--- src/rtl/muldiv_seq.sv ---
// Iterative multiply/divide unit that owns the HI/LO pair: one shift-add or
// restoring-subtract step per clock, with sign fix-up in a final cycle.
module muldiv_seq #(
    parameter int WIDTH = 32
) (
    input  logic             clk,
    input  logic             rst,
    input  logic             start,
    input  logic [1:0]       op,
    input  logic [WIDTH-1:0] a,
    input  logic [WIDTH-1:0] b,
    input  logic             mthi,
    input  logic             mtlo,
    input  logic [WIDTH-1:0] wdata,
    input  logic             hilo_rd,
    input  logic             cancel,
    output logic [WIDTH-1:0] hi,
    output logic [WIDTH-1:0] lo,
    output logic             busy,
    output logic             done,
    output logic             stall
);

    localparam int CW = $clog2(WIDTH + 1);

    typedef enum logic [1:0] {IDLE, CALC, FIX} state_t;

    state_t           state_q;
    logic [CW-1:0]    cnt_q;
    logic [WIDTH-1:0] hi_q, lo_q;
    logic             busy_q, done_q;
    logic             is_div_q, neg_q, rem_neg_q, div0_q;
    logic [WIDTH-1:0] a_raw_q;
    logic [WIDTH-1:0] opnd_q;
    logic [WIDTH:0]   upper_q;
    logic [WIDTH-1:0] lower_q;

    logic             sgn_op;
    logic [WIDTH-1:0] a_abs, b_abs;
    logic [WIDTH:0]   mul_sum, div_shift, div_diff;
    logic [WIDTH:0]   upper_d;
    logic [WIDTH-1:0] lower_d;
    logic [2*WIDTH-1:0] prod, prod_fix;
    logic [WIDTH-1:0] quo_fix, rem_fix;
    logic [WIDTH-1:0] hi_fix, lo_fix;

    assign sgn_op = ~op[0];
    assign a_abs  = (sgn_op && a[WIDTH-1]) ? -a : a;
    assign b_abs  = (sgn_op && b[WIDTH-1]) ? -b : b;

    // Mult: {upper,lower} is the running product with the multiplier shifting
    // out of lower. Div: upper is the partial remainder, lower the dividend
    // shifting out while quotient bits shift in.
    always_comb begin
        mul_sum   = upper_q + (lower_q[0] ? {1'b0, opnd_q} : '0);
        div_shift = {upper_q[WIDTH-1:0], lower_q[WIDTH-1]};
        div_diff  = div_shift - {1'b0, opnd_q};
        upper_d   = {1'b0, mul_sum[WIDTH:1]};
        lower_d   = {mul_sum[0], lower_q[WIDTH-1:1]};
        if (is_div_q) begin
            if (!div_diff[WIDTH]) begin
                upper_d = div_diff;
                lower_d = {lower_q[WIDTH-2:0], 1'b1};
            end else begin
                upper_d = div_shift;
                lower_d = {lower_q[WIDTH-2:0], 1'b0};
            end
        end
    end

    always_comb begin
        prod     = {upper_q[WIDTH-1:0], lower_q};
        prod_fix = neg_q ? -prod : prod;
        quo_fix  = neg_q ? -lower_q : lower_q;
        rem_fix  = rem_neg_q ? -upper_q[WIDTH-1:0] : upper_q[WIDTH-1:0];
        hi_fix   = prod_fix[2*WIDTH-1:WIDTH];
        lo_fix   = prod_fix[WIDTH-1:0];
        if (is_div_q) begin
            // Divide by zero returns the raw dividend regardless of signedness.
            hi_fix = div0_q ? a_raw_q : rem_fix;
            lo_fix = div0_q ? '1 : quo_fix;
        end
    end

    always_ff @(posedge clk or posedge rst) begin
        if (rst) begin
            state_q   <= IDLE;
            cnt_q     <= '0;
            hi_q      <= '0;
            lo_q      <= '0;
            busy_q    <= 1'b0;
            done_q    <= 1'b0;
            is_div_q  <= 1'b0;
            neg_q     <= 1'b0;
            rem_neg_q <= 1'b0;
            div0_q    <= 1'b0;
            a_raw_q   <= '0;
            opnd_q    <= '0;
            upper_q   <= '0;
            lower_q   <= '0;
        end else begin
            done_q <= 1'b0;
            case (state_q)
                IDLE: begin
                    if (start && !cancel) begin
                        state_q   <= CALC;
                        busy_q    <= 1'b1;
                        cnt_q     <= '0;
                        is_div_q  <= op[1];
                        neg_q     <= sgn_op & (a[WIDTH-1] ^ b[WIDTH-1]);
                        rem_neg_q <= sgn_op & op[1] & a[WIDTH-1];
                        div0_q    <= op[1] & (b == '0);
                        a_raw_q   <= a;
                        upper_q   <= '0;
                        opnd_q    <= op[1] ? b_abs : a_abs;
                        lower_q   <= op[1] ? a_abs : b_abs;
                    end else if (!start) begin
                        if (mthi) hi_q <= wdata;
                        if (mtlo) lo_q <= wdata;
                    end
                end
                CALC: begin
                    if (cancel) begin
                        state_q <= IDLE;
                        busy_q  <= 1'b0;
                    end else begin
                        upper_q <= upper_d;
                        lower_q <= lower_d;
                        cnt_q   <= cnt_q + CW'(1);
                        if (cnt_q == CW'(WIDTH - 1)) state_q <= FIX;
                    end
                end
                FIX: begin
                    state_q <= IDLE;
                    busy_q  <= 1'b0;
                    if (!cancel) begin
                        hi_q   <= hi_fix;
                        lo_q   <= lo_fix;
                        done_q <= 1'b1;
                    end
                end
                default: begin
                    state_q <= IDLE;
                    busy_q  <= 1'b0;
                end
            endcase
        end
    end

    assign hi    = hi_q;
    assign lo    = lo_q;
    assign busy  = busy_q;
    assign done  = done_q;
    assign stall = busy_q & (start | mthi | mtlo | hilo_rd);

endmodule

--- config.mk ---
export PLATFORM = sky130hd
export DESIGN_NAME = muldiv_seq
export DESIGN_NICKNAME = d
export VERILOG_FILES = /design/src/rtl/muldiv_seq.sv
export SDC_FILE = /design/constraint.sdc
export NUM_CORES = 1
export LEC_CHECK = 0
export CORE_UTILIZATION = 45
export DETAILED_ROUTE_END_ITERATION = 10
export PLACE_DENSITY = 0.67
export SLEW_MARGIN = 25
export SYNTH_ARGS = -nofsm -noshare
export SYNTH_HDL_FRONTEND = slang
export SYNTH_SLANG_ARGS = --single-unit
--- constraint.sdc ---
create_clock -name clk -period 16.7 [get_ports clk]
set_clock_uncertainty 0.15 [all_clocks]
set_input_delay 3.34 -clock clk [delete_from_list [all_inputs] [get_ports clk]]
set_output_delay 3.34 -clock clk [all_outputs]
set_load 0.02 [all_outputs]
==> flow_results.xml, run 1 <==
<?xml version="1.0" encoding="UTF-8"?>
<metrics>
  <group name="floorplan">
    <metric name="fp.dieArea" unit="um2">39200</metric>
    <metric name="die_h" unit="um">198</metric>
    <metric name="effective_utilization_at_floorplan" unit="">0.458</metric>
    <metric name="core_box_area" unit="um2">37800</metric>
    <metric name="rows" unit="">71</metric>
    <metric name="ioPinCount" unit="">172</metric>
    <metric name="floorplan.die.width" unit="um">198</metric>
  </group>
  <group name="timing">
    <metric name="finalHoldViolCount" unit="">0</metric>
    <metric name="setup_repair_after_global_routing_missed_its_margin" unit="">false</metric>
    <metric name="slew-limit-headroom" unit="">0.375</metric>
    <metric name="max_freq" unit="MHz">121</metric>
    <metric name="setup_viol" unit="">0</metric>
    <metric name="finalMaxSlewViolations" unit="">0</metric>
    <metric name="setup_total_negative_slack" unit="ps">0</metric>
    <metric name="max_slew.worst_pin.slew" unit="ps">937</metric>
    <metric name="final.min_clock_period" unit="ps">8270</metric>
    <metric name="final.period_utilization" unit="">0.495</metric>
  </group>
  <group name="drt">
    <metric name="detail-route-antenna-nets" unit="">0</metric>
    <metric name="wl_met2" unit="mm">28.5</metric>
    <metric name="route.detailed.wl_per_inst" unit="um">23.6</metric>
    <metric name="drt_pass1_iterations" unit="">6</metric>
    <metric name="top_layer" unit="">met4</metric>
    <metric name="detailedRoute.firstIterationViolations" unit="">2305</metric>
    <metric name="vias_per_cell" unit="">6.28</metric>
    <metric name="route.layer.met1.wl" unit="mm">29.5</metric>
    <metric name="routed-wl-met3" unit="mm">6.41</metric>
    <metric name="detailroute.via_count" unit="">17800</metric>
    <metric name="remaining_drc_errors" unit="">0</metric>
    <metric name="overall_routed_net_length" unit="mm">66.8</metric>
  </group>
  <group name="finish">
    <metric name="layout.cells.non_filler" unit="">2835</metric>
    <metric name="area_of_the_multi_input_gates" unit="um2">11200</metric>
    <metric name="num-nets-final" unit="">2483</metric>
    <metric name="flow.area_growth_from_synthesis" unit="%">16.8</metric>
    <metric name="register_area" unit="um2">5180</metric>
    <metric name="drive_above_1_share" unit="">0.0529</metric>
    <metric name="antennaDiodeCount" unit="">0</metric>
    <metric name="filler_cell_count" unit="">3619</metric>
  </group>
  <group name="worst_setup_path">
    <metric name="cp-end-kind" unit="">output port</metric>
    <metric name="critical_path_class" unit="">input port to output port</metric>
    <metric name="worst_path_most_repeated_cell" unit="">clkdlybuf4s50_1</metric>
    <metric name="worst_path_largest_cell_delay" unit="ps">540</metric>
    <metric name="worstSetupStartpointType" unit="">input port</metric>
    <metric name="critical_path_peak_fanout" unit="">6</metric>
    <metric name="crit_path_top_delay_cell" unit="">clkdlybuf4s50_1</metric>
    <metric name="cp.required" unit="ps">13210</metric>
    <metric name="worstPathCellList" unit="">clkdlybuf4s50_1, o41a_1, clkdlybuf4s50_1</metric>
    <metric name="worst_ep_arrival_time" unit="ps">4780</metric>
  </group>
  <group name="global_route">
    <metric name="wire_length_of_the_first_global_routing_pass" unit="mm">101</metric>
    <metric name="grt_remaining_overflow" unit="">0</metric>
    <metric name="track_usage" unit="">0.340</metric>
    <metric name="antenna_found_initial" unit="">1</metric>
    <metric name="largest_net_degree_at_the_start_of_global_routing" unit="">79</metric>
    <metric name="number_of_global_route_vias_before_repair" unit="">16300</metric>
  </group>
  <group name="power_and_ir_drop">
    <metric name="p_leak" unit="nW">8.49</metric>
    <metric name="power_frac_seq" unit="">0.281</metric>
    <metric name="worst_ir_drop_vdd" unit="uV">80.9</metric>
    <metric name="design_internal_power" unit="mW">1.63</metric>
    <metric name="net-switching-power" unit="mW">1.40</metric>
    <metric name="switching_share" unit="">0.462</metric>
    <metric name="p_comb_frac" unit="">0.510</metric>
    <metric name="power_density" unit="nW/um2">150</metric>
    <metric name="power_frac_clock" unit="">0.209</metric>
  </group>
  <group name="yosys">
    <metric name="synth_async_sr_flop_share" unit="">1.00</metric>
    <metric name="synth_top_area_frac" unit="">0.300</metric>
    <metric name="postSynthRegisterBits" unit="">207</metric>
    <metric name="synth_area_per_cell" unit="um2">7.73</metric>
    <metric name="synth_cells" unit="">2235</metric>
    <metric name="post_synth_num_cell_types" unit="">89</metric>
    <metric name="synthesis.nets" unit="">2412</metric>
    <metric name="yosysMostFrequentCell" unit="">nand2_1</metric>
    <metric name="yosys_warnings" unit="">0</metric>
    <metric name="synthTopCellsByArea" unit="">dfrtp_1 30%, nand2_1 7.1%, o21ai_0 6.2%</metric>
    <metric name="number_of_synthesized_flops_with_an_enable_pin" unit="">0</metric>
    <metric name="synth_seq_area_share" unit="">0.300</metric>
    <metric name="yosysTopAreaCell" unit="">dfrtp_1</metric>
    <metric name="synth_top_cells_by_count" unit="">326 x nand2_1, 214 x o21ai_0, 207 x dfrtp_1</metric>
    <metric name="synth_top_flop_cell" unit="">dfrtp_1</metric>
    <metric name="synth_area" unit="um2">17300</metric>
  </group>
  <group name="cts">
    <metric name="clock_path_buffers" unit="">3</metric>
    <metric name="clk_root_buffer_cell" unit="">clkbuf_16</metric>
    <metric name="cts_resized" unit="">0</metric>
    <metric name="postCtsHoldBufs" unit="">0</metric>
    <metric name="cts.repair_timing.setup_buffer_count" unit="">0</metric>
    <metric name="clock_insertion_delay_worst_skew" unit="ps">550</metric>
    <metric name="cts.reportedPaths.clkPinSlew" unit="ps">60</metric>
    <metric name="clock_tree.htree_level_count" unit="">1</metric>
    <metric name="cts_sinks" unit="">207</metric>
    <metric name="cts_tree" unit="">built</metric>
    <metric name="cts_buffers" unit="">26</metric>
  </group>
  <group name="place">
    <metric name="globalplace.congestion" unit="">0.992</metric>
    <metric name="hpwl" unit="mm">51.0</metric>
    <metric name="place.detailed.instances" unit="">2789</metric>
    <metric name="buffers_on_ports" unit="">171</metric>
  </group>
  <group name="run">
    <metric name="maxCapViolations" unit="">0</metric>
  </group>
  <group name="min_path">
    <metric name="min-delay-path-class" unit="">flip-flop to flip-flop</metric>
  </group>
  <group name="status">
    <metric name="outcome" unit="">finished, final reports clean</metric>
  </group>
</metrics>
-- worst max-delay path, delay by kind of cell --
kind | cells | cell delay (ps)
compound gates | 1 | 400
buf+inv | 2 | 1040
-- final timing paths --
path	end	cells after the start	slack [ps]	start
setup / recovery	stall	3	8430	start
hold / removal	lo[4]	2	330	lo[4]
setup reg to reg	upper_q[29]	16	10760	lower_q[31]
hold reg to reg	lo[4]	2	330	lo[4]
max in group asynchronous	lo[6]	3	11910	rst
min in group asynchronous	upper_q[24]	2	3070	rst
-- registers in the layout, indices dropped and copies added (netlist names) --
| name | flops |
|---|---|
| lo | 32 |
| rem_neg_q | 1 |
| lower_q | 32 |
| a_raw_q | 32 |
| is_div_q | 1 |
| done | 1 |
| upper_q | 33 |
| hi | 32 |
| div0_q | 1 |
| cnt_q | 6 |
| state_q | 2 |
| busy | 1 |
| opnd_q | 32 |
| neg_q | 1 |
-- final cells by class --
type / instances / share of cell area
Clock inverter: 15 / 0.0119
Tap cell: 511 / 0.0317
Timing Repair Buffer: 196 / 0.0939
Sequential cell: 207 / 0.257
Clock buffer: 31 / 0.0347
Multi-Input combinational cell: 1802 / 0.557
Inverter: 73 / 0.0139
-- power by group through the flow --
stage | Clock [mW] | Combinational, mW | Sequential (mW)
floorplan | 0 | 1.14 | 0.730
global placement | 0 | 1.48 | 0.845
detailed placement | 0 | 1.51 | 0.848
CTS | 0.637 | 1.51 | 0.839
global route | 0.654 | 1.69 | 0.861
finish | 0.633 | 1.55 | 0.853
-- per-layer routing --
metal	GRT usage	vias up
li1	-	8188
met1	0.497	8546
met2	0.501	950
met3	0.0608	132
met4	0.111	0
met5	0	-
-- stage by stage --
| stage | utilization | hold slack, ps | area [um2] | total power, mW | setup WS (ps) |
|---|---|---|---|---|---|
| floorplan | - | 290 | 17300 | 1.87 | 7560 |
| global placement | 0.509 | 311 | 19200 | 2.33 | 8460 |
| detailed placement | 0.509 | 319 | 19200 | 2.35 | 8440 |
| CTS | 0.534 | 333 | 20200 | 2.99 | 8440 |
| global route | 0.535 | 340 | 20200 | 3.20 | 8390 |
| finish | 0.535 | 327 | 20200 | 3.03 | 8430 |
-- kinds of logic (layout without fill, tap and decap cells) --
group           after synthesis  after routing  synth area share
buf+inv                     226            315            0.0510
compound gates              722            722             0.263
fa+ha+maj                    72             72            0.0530
mux                          59             59            0.0345
flops                       207            207             0.300
simple gates                774            774             0.210
xor+xnor                    175            175            0.0887
-- layout by cell type (no fill, tap or decap), types with 11 or more instances in the layout --
master / Yosys / routed
nand2_1: 326 / 325
ha_1: 70 / 70
o21ai_0: 214 / 214
xnor2_1: 105 / 105
nor4_1: 16 / 16
a21oi_1: 181 / 181
and3_1: 18 / 18
o22ai_1: 47 / 47
o21a_1: 14 / 14
a211oi_1: 21 / 21
nor2_1: 177 / 175
nand2b_1: 31 / 31
buf_4: 0 / 25
nand4_1: 14 / 14
o31ai_1: 25 / 25
clkbuf_16: 0 / 27
nor2b_1: 17 / 15
a22oi_1: 11 / 11
o211ai_1: 24 / 24
inv_1: 72 / 71
dfrtp_1: 207 / 205
a22o_1: 11 / 11
nor3_1: 50 / 50
clkdlybuf4s50_1: 0 / 170
mux2i_1: 55 / 55
a31oi_1: 24 / 24
nand3_1: 55 / 55
o221ai_1: 20 / 20
a21o_1: 23 / 23
xor2_1: 70 / 70
Power figures use the tool's default switching activity.
==> inputs of run 2 (changes only) <==
==> constraint.sdc (replaced) <==
create_clock -name clk -period 8.35 [get_ports clk]
set_clock_uncertainty 0.15 [all_clocks]
set_input_delay 1.67 -clock clk [delete_from_list [all_inputs] [get_ports clk]]
set_output_delay 1.67 -clock clk [all_outputs]
set_load 0.02 [all_outputs]
==> run 2 against run 1 <==
Cell count about the same. Largest power group unchanged. Highest routed layer unchanged. Final area decreased by 0.71%. Critical path depth increased by 14.
==> flow_results.xml, run 2 (synthesized netlist as in run 1, its figures left out) <==
<?xml version="1.0" encoding="UTF-8"?>
<metrics>
  <group name="cts">
    <metric name="postCtsHoldBufs" unit="">0</metric>
    <metric name="cts_sinks" unit="">207</metric>
    <metric name="cts_resized" unit="">0</metric>
    <metric name="clk_root_buffer_cell" unit="">clkbuf_16</metric>
    <metric name="clock_insertion_delay_worst_skew" unit="ps">560</metric>
    <metric name="clock_tree.htree_level_count" unit="">1</metric>
    <metric name="cts_tree" unit="">built</metric>
    <metric name="clock_path_buffers" unit="">3</metric>
    <metric name="cts.reportedPaths.clkPinSlew" unit="ps">60</metric>
    <metric name="cts_buffers" unit="">25</metric>
    <metric name="cts.repair_timing.setup_buffer_count" unit="">0</metric>
  </group>
  <group name="finish">
    <metric name="num-nets-final" unit="">2480</metric>
    <metric name="fin_area" unit="um2">20000</metric>
    <metric name="antennaDiodeCount" unit="">0</metric>
    <metric name="mostFrequentLayoutCell" unit="">nand2_1</metric>
    <metric name="layout_common_cells" unit="">324 x nand2_1, 214 x o21ai_0, 205 x dfrtp_1, 181 x a21oi_1, 175 x nor2_1</metric>
    <metric name="drive_above_1_share" unit="">0.0504</metric>
    <metric name="flow.area_growth_from_synthesis" unit="%">16.0</metric>
    <metric name="largest_register" unit="">upper_q</metric>
    <metric name="largest_reg_flops" unit="">33</metric>
  </group>
  <group name="timing">
    <metric name="hold_slack" unit="ps">328</metric>
    <metric name="layout_setup_ws" unit="ps">3060</metric>
    <metric name="setup_total_negative_slack" unit="ps">0</metric>
    <metric name="max_freq" unit="MHz">189</metric>
    <metric name="setup_repair_after_global_routing_missed_its_margin" unit="">false</metric>
    <metric name="final.min_clock_period" unit="ps">5290</metric>
    <metric name="max_slew.worst_pin.slew" unit="ps">1090</metric>
    <metric name="setup_viol" unit="">0</metric>
    <metric name="slew-limit-headroom" unit="">0.267</metric>
    <metric name="finalMaxSlewViolations" unit="">0</metric>
    <metric name="finalHoldViolCount" unit="">0</metric>
    <metric name="final.period_utilization" unit="">0.633</metric>
  </group>
  <group name="power_and_ir_drop">
    <metric name="p_comb_frac" unit="">0.525</metric>
    <metric name="net-switching-power" unit="mW">2.77</metric>
    <metric name="power_density" unit="nW/um2">294</metric>
    <metric name="power_frac_seq" unit="">0.288</metric>
    <metric name="power_frac_clock" unit="">0.187</metric>
    <metric name="switching_share" unit="">0.471</metric>
    <metric name="p_total" unit="mW">5.89</metric>
    <metric name="p_leak" unit="nW">8.43</metric>
    <metric name="design_internal_power" unit="mW">3.12</metric>
    <metric name="worst_ir_drop_vdd" unit="uV">148</metric>
  </group>
  <group name="drt">
    <metric name="drt_pass1_iterations" unit="">5</metric>
    <metric name="remaining_drc_errors" unit="">0</metric>
    <metric name="vias_per_cell" unit="">6.33</metric>
    <metric name="detailroute.via_count" unit="">17900</metric>
    <metric name="detailedRoute.firstIterationViolations" unit="">2092</metric>
    <metric name="route.detailed.wl_per_inst" unit="um">24.0</metric>
    <metric name="detail-route-antenna-nets" unit="">0</metric>
    <metric name="overall_routed_net_length" unit="mm">67.9</metric>
  </group>
  <group name="min_path">
    <metric name="min_delay_path_depth" unit="">2</metric>
    <metric name="min-delay-path-class" unit="">flip-flop to flip-flop</metric>
  </group>
  <group name="global_route">
    <metric name="track_usage" unit="">0.343</metric>
    <metric name="wire_length_of_the_first_global_routing_pass" unit="mm">102</metric>
    <metric name="number_of_global_route_vias_before_repair" unit="">16300</metric>
    <metric name="largest_net_degree_at_the_start_of_global_routing" unit="">78</metric>
    <metric name="antenna_found_initial" unit="">0</metric>
    <metric name="grt_remaining_overflow" unit="">0</metric>
  </group>
  <group name="worst_setup_path">
    <metric name="critical_path_peak_fanout" unit="">42</metric>
    <metric name="r2r_slack" unit="ps">3060</metric>
    <metric name="worst_ep_arrival_time" unit="ps">5620</metric>
    <metric name="timing.reg2reg.worst_path_depth" unit="">17</metric>
    <metric name="cp-end-kind" unit="">flip-flop</metric>
    <metric name="critical_path.reg2reg.endpoint" unit="">upper_q[29]</metric>
    <metric name="rr_startpoint" unit="">lower_q[31]</metric>
    <metric name="timing.critical_path.to" unit="">upper_q[29]</metric>
    <metric name="worst_setup_sp" unit="">lower_q[31]</metric>
    <metric name="critical_path_class" unit="">flip-flop to flip-flop</metric>
    <metric name="worstSetupStartpointType" unit="">flip-flop</metric>
    <metric name="cp.required" unit="ps">8680</metric>
  </group>
  <group name="floorplan">
    <metric name="rows" unit="">71</metric>
    <metric name="ioPinCount" unit="">172</metric>
    <metric name="die_h" unit="um">198</metric>
    <metric name="core_box_area" unit="um2">37800</metric>
    <metric name="fp.dieArea" unit="um2">39200</metric>
    <metric name="effective_utilization_at_floorplan" unit="">0.458</metric>
    <metric name="floorplan.die.width" unit="um">198</metric>
  </group>
  <group name="place">
    <metric name="hpwl" unit="mm">51.8</metric>
    <metric name="post_dp_cell_area" unit="um2">19200</metric>
    <metric name="globalplace.congestion" unit="">0.999</metric>
    <metric name="buffers_on_ports" unit="">171</metric>
    <metric name="preCtsSetupSlack" unit="ps">3110</metric>
  </group>
  <group name="status">
    <metric name="outcome" unit="">finished, final reports clean</metric>
  </group>
  <group name="run">
    <metric name="maxCapViolations" unit="">0</metric>
  </group>
</metrics>
[run 2: changes by cell type in the layout (fill, tap and decap cells not counted), sizes merged]
cell / before / now
clkbuf: 31 / 35
buf: 26 / 24
clkinvlp: 3 / 1
bufinv: 6 / 2
clkinv: 6 / 8
[run 2: routing by layer]
layer	wire length, um	up-vias	track usage
li1	-	8175	-
met3	6920	135	0.0651
met4	2500	0	0.116
met1	29300	8547	0.488
met2	29200	1064	0.518
met5	0	-	0
[run 2: metrics by stage]
step	std cells	util
floorplan	2235	-
global placement	2787	0.509
detailed placement	2787	0.509
CTS	2833	0.531
global route	2833	0.531
finish	2833	0.531
[run 2: power by group through the flow]
stage                     registers (mW)  clock network (mW)  logic, mW
after floorplan                     1.46                   0       2.27
after global placement              1.68                   0       2.99
after detailed placement            1.68                   0       3.00
after CTS                           1.67                1.11       3.02
after global routing                1.71                1.15       3.36
final                               1.70                1.10       3.09
[run 2: critical path, cell delays in order, from the launching register on]
cell,delay [ps]
dfrtp_1,550
inv_1,130
ha_1,230
fa_1,390
nand2b_1,200
a21oi_1,240
o311ai_1,240
a211oi_1,550
nor2_1,70
o21ai_0,250
a221oi_1,150
o21ai_0,190
ha_1,140
buf_4,460
nand3_1,410
or4_1,630
o311a_1,130
nand4_1,80
[run 2: worst min path at each step]
| stage | slack (ps) | to | startpoint |
|---|---|---|---|
| 6_report | 330 | hi[1] | hi[1] |
| 3_5_place_dp | 320 | hi[1] | hi[1] |
| 3_3_place_gp | 310 | opnd_q[13] | opnd_q[13] |
| 4_1_cts | 330 | hi[1] | hi[1] |
| 2_1_floorplan | 290 | a_raw_q[17] | a_raw_q[17] |
| 5_1_grt | 340 | hi[1] | hi[1] |
[run 2: cell type report]
| class | count | area [um2] |
|---|---|---|
| Fill cell | 3640 | 17700 |
| Tap cell | 511 | 639 |
| Sequential cell | 207 | 5180 |
| Clock inverter | 11 | 126 |
| Timing Repair Buffer | 194 | 1880 |
| Multi-Input combinational cell | 1802 | 11200 |
| Inverter | 73 | 282 |
| Clock buffer | 35 | 683 |
